==> src/rtl/score_digit_addr_pkg.sv <==
// Shared definitions for the score digit glyph address generator:
// glyph indices, scan FSM states and the glyph base address helper.
package score_pkg;

  localparam int unsigned GLYPH_BLANK = 10;
  localparam int unsigned NUM_GLYPHS  = 11;

  typedef enum logic [1:0] {
    IDLE = 2'd0,
    LOAD = 2'd1,
    EMIT = 2'd2,
    DONE = 2'd3
  } scan_state_t;

  // Glyph words are a power of two, so the multiply reduces to a shift.
  function automatic logic [31:0] glyph_base(input logic [3:0]   idx,
                                             input logic [31:0]  base,
                                             input int unsigned  shift);
    return base + (32'(idx) << shift);
  endfunction

endpackage

==> src/rtl/score_digit_addr_if.sv <==
// Scan request / glyph address stream between the score block and the renderer.
interface score_digit_addr_if #(
  parameter int ADDR_W = 12,
  parameter int IDX_W  = 2
);
  logic              scan_req;
  logic              addr_ready;
  logic [ADDR_W-1:0] digit_addr;
  logic [IDX_W-1:0]  digit_idx;
  logic              addr_valid;
  logic              scan_done;
  logic              busy;

  modport master (
    input  scan_req, addr_ready,
    output digit_addr, digit_idx, addr_valid, scan_done, busy
  );

  modport slave (
    output scan_req, addr_ready,
    input  digit_addr, digit_idx, addr_valid, scan_done, busy
  );
endinterface

==> src/rtl/score_digit_addr_bcd_digit.sv <==
// One BCD digit of the score counter; carry_out ripples into the next digit.
module bcd_digit (
  input  logic       clk,
  input  logic       reset,
  input  logic       clr,
  input  logic       inc_in,
  output logic [3:0] digit,
  output logic       carry_out
);

  assign carry_out = inc_in && (digit == 4'd9);

  always_ff @(posedge clk or posedge reset) begin
    if (reset)       digit <= 4'd0;
    else if (clr)    digit <= 4'd0;
    else if (inc_in) digit <= (digit == 4'd9) ? 4'd0 : digit + 4'd1;
  end

endmodule

==> src/rtl/score_digit_addr.sv <==
// BCD score counter plus a scan engine that streams one glyph ROM base
// address per digit, MSD first, with optional leading-zero blanking.
module score_digit_addr
  import score_pkg::*;
#(
  parameter int NUM_DIGITS  = 4,
  parameter int GLYPH_WORDS = 64,
  parameter int ADDR_W      = 12,
  parameter int BASE_ADDR   = 0,
  parameter int BLANK_LZ    = 1
) (
  input  logic                    clk,
  input  logic                    reset,
  input  logic                    score_inc,
  input  logic                    score_clr,
  input  logic                    freeze,
  output logic                    overflow,
  output logic [4*NUM_DIGITS-1:0] score_bcd,
  score_digit_addr_if.master      bus
);

  localparam int IDX_W = (NUM_DIGITS > 1) ? $clog2(NUM_DIGITS) : 1;
  localparam int unsigned SHIFT = $clog2(GLYPH_WORDS);
  localparam logic [IDX_W-1:0] LAST_POS = IDX_W'(NUM_DIGITS - 1);

  // Score counter: ripple carry chain of BCD digits, digit 0 least significant.
  logic [NUM_DIGITS:0] carry;
  assign carry[0] = score_inc && !freeze;

  for (genvar i = 0; i < NUM_DIGITS; i++) begin : g_digit
    bcd_digit u_digit (
      .clk       (clk),
      .reset     (reset),
      .clr       (score_clr),
      .inc_in    (carry[i]),
      .digit     (score_bcd[4*i +: 4]),
      .carry_out (carry[i+1])
    );
  end

  always_ff @(posedge clk or posedge reset) begin
    if (reset)                  overflow <= 1'b0;
    else if (score_clr)         overflow <= 1'b0;
    else if (carry[NUM_DIGITS]) overflow <= 1'b1;
  end

  // Scan engine.
  scan_state_t                state, state_nxt;
  logic [IDX_W-1:0]           pos;
  logic                       lz_active;
  logic [4*NUM_DIGITS-1:0]    shadow;
  logic [3:0]                 cur_digit;
  logic [3:0]                 glyph;
  logic                       accept;

  assign cur_digit = shadow[4*pos +: 4];
  assign accept    = (state == EMIT) && bus.addr_ready;
  assign glyph     = (lz_active && (cur_digit == 4'd0) && (pos != '0))
                     ? 4'(GLYPH_BLANK) : cur_digit;

  always_ff @(posedge clk or posedge reset) begin
    if (reset) begin
      state     <= IDLE;
      pos       <= '0;
      lz_active <= 1'b0;
    end else begin
      state <= state_nxt;
      if (state == LOAD) begin
        pos       <= LAST_POS;
        lz_active <= (BLANK_LZ != 0);
      end else if (accept) begin
        pos <= pos - IDX_W'(1);
        if (cur_digit != 4'd0) lz_active <= 1'b0;
      end
    end
  end

  // The snapshot is pure data and only meaningful once LOAD has run.
  always_ff @(posedge clk) begin
    if (state == LOAD) shadow <= score_bcd;
  end

  always_comb begin
    state_nxt = state;
    unique case (state)
      IDLE: if (bus.scan_req) state_nxt = LOAD;
      LOAD: state_nxt = EMIT;
      EMIT: if (accept && (pos == '0)) state_nxt = DONE;
      DONE: state_nxt = IDLE;
      default: state_nxt = IDLE;
    endcase
  end

  always_comb begin
    bus.addr_valid = (state == EMIT);
    bus.scan_done  = (state == DONE);
    bus.busy       = (state != IDLE);
    bus.digit_idx  = '0;
    bus.digit_addr = '0;
    if (state == EMIT) begin
      bus.digit_idx  = LAST_POS - pos;
      bus.digit_addr = ADDR_W'(glyph_base(glyph, 32'(BASE_ADDR), SHIFT));
    end
  end

endmodule
==> src/flat_wrapper.sv <==
// flat-port wrapper written by rule: the top's interface ports become plain ports
module score_digit_addr_flat import score_pkg::*;
#(
  parameter int NUM_DIGITS  = 4,
  parameter int GLYPH_WORDS = 64,
  parameter int ADDR_W      = 12,
  parameter int BASE_ADDR   = 0,
  parameter int BLANK_LZ    = 1
)
  (clk, reset, score_inc, score_clr, freeze, overflow, score_bcd, bus_scan_req, bus_addr_ready, bus_digit_addr, bus_digit_idx, bus_addr_valid, bus_scan_done, bus_busy);
  score_digit_addr_if #(.ADDR_W(ADDR_W)) bus_i ();
  input  logic clk;
  input  logic reset;
  input  logic score_inc;
  input  logic score_clr;
  input  logic freeze;
  output logic overflow;
  output logic [4*NUM_DIGITS-1:0] score_bcd;
  input wire logic [$bits(bus_i.scan_req)-1:0] bus_scan_req;
  input wire logic [$bits(bus_i.addr_ready)-1:0] bus_addr_ready;
  output wire logic [$bits(bus_i.digit_addr)-1:0] bus_digit_addr;
  output wire logic [$bits(bus_i.digit_idx)-1:0] bus_digit_idx;
  output wire logic [$bits(bus_i.addr_valid)-1:0] bus_addr_valid;
  output wire logic [$bits(bus_i.scan_done)-1:0] bus_scan_done;
  output wire logic [$bits(bus_i.busy)-1:0] bus_busy;
  assign bus_i.scan_req = bus_scan_req;
  assign bus_i.addr_ready = bus_addr_ready;
  assign bus_digit_addr = bus_i.digit_addr;
  assign bus_digit_idx = bus_i.digit_idx;
  assign bus_addr_valid = bus_i.addr_valid;
  assign bus_scan_done = bus_i.scan_done;
  assign bus_busy = bus_i.busy;
  score_digit_addr #(.NUM_DIGITS(NUM_DIGITS), .GLYPH_WORDS(GLYPH_WORDS), .ADDR_W(ADDR_W), .BASE_ADDR(BASE_ADDR), .BLANK_LZ(BLANK_LZ)) u_core (.clk(clk), .reset(reset), .score_inc(score_inc), .score_clr(score_clr), .freeze(freeze), .overflow(overflow), .score_bcd(score_bcd), .bus(bus_i));
endmodule
==> config.mk <==
export PLATFORM = sky130hd
export DESIGN_NAME = score_digit_addr_flat
export DESIGN_NICKNAME = d
export VERILOG_FILES = /design/src/rtl/score_digit_addr_pkg.sv /design/src/rtl/score_digit_addr_if.sv /design/src/rtl/score_digit_addr_bcd_digit.sv /design/src/rtl/score_digit_addr.sv /design/src/flat_wrapper.sv
export SDC_FILE = /design/constraint.sdc
export NUM_CORES = 1
export LEC_CHECK = 0
export BUFFER_PORTS_ARGS = -buffer_cell sky130_fd_sc_hd__buf_2
export CORE_MARGIN = 2
export CORE_UTILIZATION = 50
export DETAILED_ROUTE_END_ITERATION = 12
export GPL_TIMING_DRIVEN = 0
export PLACE_DENSITY = 0.74
export RECOVER_POWER = 100
export SLEW_MARGIN = 0
export SYNTH_ARGS = -nofsm -noshare
export SYNTH_HDL_FRONTEND = slang
export SYNTH_SLANG_ARGS = --single-unit
==> constraint.sdc <==
create_clock -name clk -period 2.5 [get_ports clk]
set_input_delay 0.125 -clock clk [delete_from_list [all_inputs] [get_ports clk]]
set_output_delay 0.125 -clock clk [all_outputs]
set_load 0.03 [all_outputs]
==> run_results.csv <==
group,metric,value,unit
sta,worstMarginPinSlew,0.849,ns
clocking,numCtsBuffers,5,
logic_synthesis,synth-edff-count,16,
finish,insertedDiodeCount,0,
floorplan,start_util,52.8,%
logic_synthesis,synth_top_area_share,27.8,%
worst_setup_path,crit_end,"bus_digit_addr[9]",
sta,period_share,98.9,%
clocking,clockBufferDepth,2,
route,drtAntennaViolNets,0,
worst_setup_path,crit_type,"reg -> out",
logic_synthesis,ys_warn_count,0,
clocking,root_buffer,"clkbuf_8",
global_routing,grt_pass1_vias,1248,
route,drc,0,
finish,area_growth,16.4,%
logic_synthesis,ys_types,42,
sta,fmax,404,MHz
logic_synthesis,synth.most_common_cell,"dfrtp_1",
worst_setup_path,worst-path-max-fanout,6,
route,routedWlPerCell,13.0,um
logic_synthesis,synth_seq_area_share,52.1,%
sta,final.setup_skew,0.00486,ns
worst_setup_path,end_kind,"output port",
worst_setup_path,startpoint_type,"flop",
status,run_status,"finished with violations",
place,io_buffers,32,
logic_synthesis,ys_ff_latch,38,
worst_setup_path,r2r_slack,0.29,ns
place,place_hpwl,2550,um
floorplan,rows,22,
place,dp_slack,0.295,ns
worst_setup_path,r2r-start,"u_core.g_digit[0].u_digit.digit[1]",
logic_synthesis,syn-instance-count,176,
power,p_leak,1.01,nW
finish,n_fill_cell,338,
route,dr.pass1.iters,4,
clocking,clk_latency,0.29,ns
floorplan,fp.dieH,66.9,um
route,finalWirelength,3520,um
global_routing,grt_first_pass_wirelength,5780,um
logic_synthesis,yosys-top-cells-area,"dfrtp_1 (28%), edfxtp_1 (24%), ha_1 (8.2%)",
finish,multiInputGateArea,833,um^2
floorplan,pin_count,41,
sta,finalHoldViolations,7,
clocking,cts_tree,"built",
worst_setup_path,r2r-end,"u_core.g_digit[3].u_digit.digit[0]",
worst_setup_path,cp.required,2.38,ns
logic_synthesis,netlist_top_cells_count,"dfrtp_1 (22), edfxtp_1 (16), nor2_1 (16)",
worst_setup_path,reg2regPathDepth,9,
sta,rsz0062_at_grt,"yes",
floorplan,die-area,0.00448,mm^2
clocking,htreeDepth,2,
floorplan,die_w,66.9,um
global_routing,grt_overflow,0,
global_routing,grtUsageTotal,18.0,%
sta,finalSetupViolCount,0,
route,viasPerCell,5.11,
flow_run,maxCapViolations,0,
route,vias,1389,
finish,fin_util,61.5,%
power,vdd_drop_max,0.297,mV
sta,setup_ws,0.0272,ns
power,power.density,843,mW/mm^2
worst_setup_path,startpoint,"u_core.pos[0]",
power,total_power,1.94,mW
hold_path,min_path_type,"in -> async",
status,violations,"hold timing",
logic_synthesis,synth_area_leader_cell,"dfrtp_1",
clocking,path_clk_slew,0.07,ns
finish,nets,243,
sta,layout_min_cycle_time,2.47,ns
logic_synthesis,synth_ff_type,"dfrtp_1",
floorplan,core-area,0.00374,mm^2
sta,hold_slack,-0.00557,ns
global_routing,grt_max_degree,23,
logic_synthesis,async_reset_ff_share,57.9,%
clocking,cts_sinks,38,
logic_synthesis,avgSynthCellArea,11.2,um^2
sta,slew_viol_final,0,
logic_synthesis,synth_area,0.00198,mm^2
place,gp_congestion,0.748,
worst_setup_path,cp_data_arrival_time,2.35,ns
finish,regArea,0.00103,mm^2
sta,slew_headroom,43.4,%
clocking,holdBufCountCts,0,
finish,drive_gt1_share,16.5,%
global_routing,antenna_found_initial,0,
route,drtIter0Drc,36,
## power by group
group,internal [mW],switching [mW],leakage (nW)
combinational,0.283,0.394,0.527
sequential,0.804,0.0651,0.443
clock,0.193,0.203,0.0450
total,1.28,0.662,1.01
## per-stage QoR
| stage | TNS [ns] | area, um^2 | instances |
|---|---|---|---|
| after global routing | -0.161 | 2300 | 272 |
| after floorplan | 0 | 2000 | 183 |
| after CTS | 0 | 2310 | 271 |
| after detailed placement | 0 | 2220 | 263 |
| after global placement | 0 | 2220 | 263 |
| final | 0 | 2300 | 272 |
## worst min-delay path by stage
stage | start | slack, ns | endpoint | cells after the start
after floorplan | reset | 0.11 | u_core.g_digit[0].u_digit.digit[0] | 1
after global placement | reset | 0.35 | u_core.state[1] | 2
after detailed placement | reset | 0.35 | u_core.state[1] | 2
after CTS | reset | 0.04 | u_core.pos[1] | 2
after global routing | reset | 0.07 | u_core.pos[1] | 2
final | reset | -0.006 | u_core.g_digit[1].u_digit.digit[3] | 2
## cells in the final DEF, fill, tap and decap left out, types with 9 or more instances in the layout
cell type  instances
buf_4              9
edfxtp_1          16
inv_1             12
ha_1              13
dfrtp_1           22
a21oi_1           10
buf_2              9
nand2_1            9
nor2_1            16
clkbuf_1          29
## sequential cells by signal, summed over array words and instances (netlist names)
name and count:
u_core.overflow 1, u_core.state 2, u_core.pos 2, u_core.lz_active 1, u_core.g_digit.u_digit.digit 16, u_core.shadow 16
## final cells by class
type                            count  share of cell area [%]
Timing Repair Buffer               33                    6.68
Clock buffer                        6                    3.15
Sequential cell                    38                    44.8
Multi-Input combinational cell    117                    36.2
Inverter                           12                    1.96
Buffer                             16                    4.24
Tap cell                           48                    2.61
Clock inverter                      2                   0.435
## metal layers
metal	vias to the layer above	track usage (%)	wire length (um)
li1	694	-	-
met1	661	22.2	1580
met2	28	30.1	1730
met3	6	5.07	159
met4	0	6.12	53
met5	-	0	0
## cell families (layout without fill, tap and decap cells)
logic type,Yosys count,in the layout,synth area share [%]
multiplexers,7,7,6.26
buffers and inverters,28,69,7.21
other,1,8,0.190
XOR/XNOR,3,3,1.33
AND/OR/NAND/NOR,57,57,15.8
AO/OA/AOI/OAI,29,29,8.86
adder cells (fa/ha/maj),13,13,8.22
flip-flops,38,38,52.1
## repair_timing
item	4_1_cts	5_1_grt
buffers inserted	0	1
endpoints found under the setup margin	2	2
pin swaps	0	1
gates resized for setup	2	4
## worst max-delay path, stage by stage (launching register included)
cell	delay, ns
dfrtp_1	0.34
buf_6	0.13
mux4_2	0.51
or4_4	0.57
nor3b_4	0.22
o21a_1	0.15
buf_6	0.13
(Power assumes the default switching activity.)
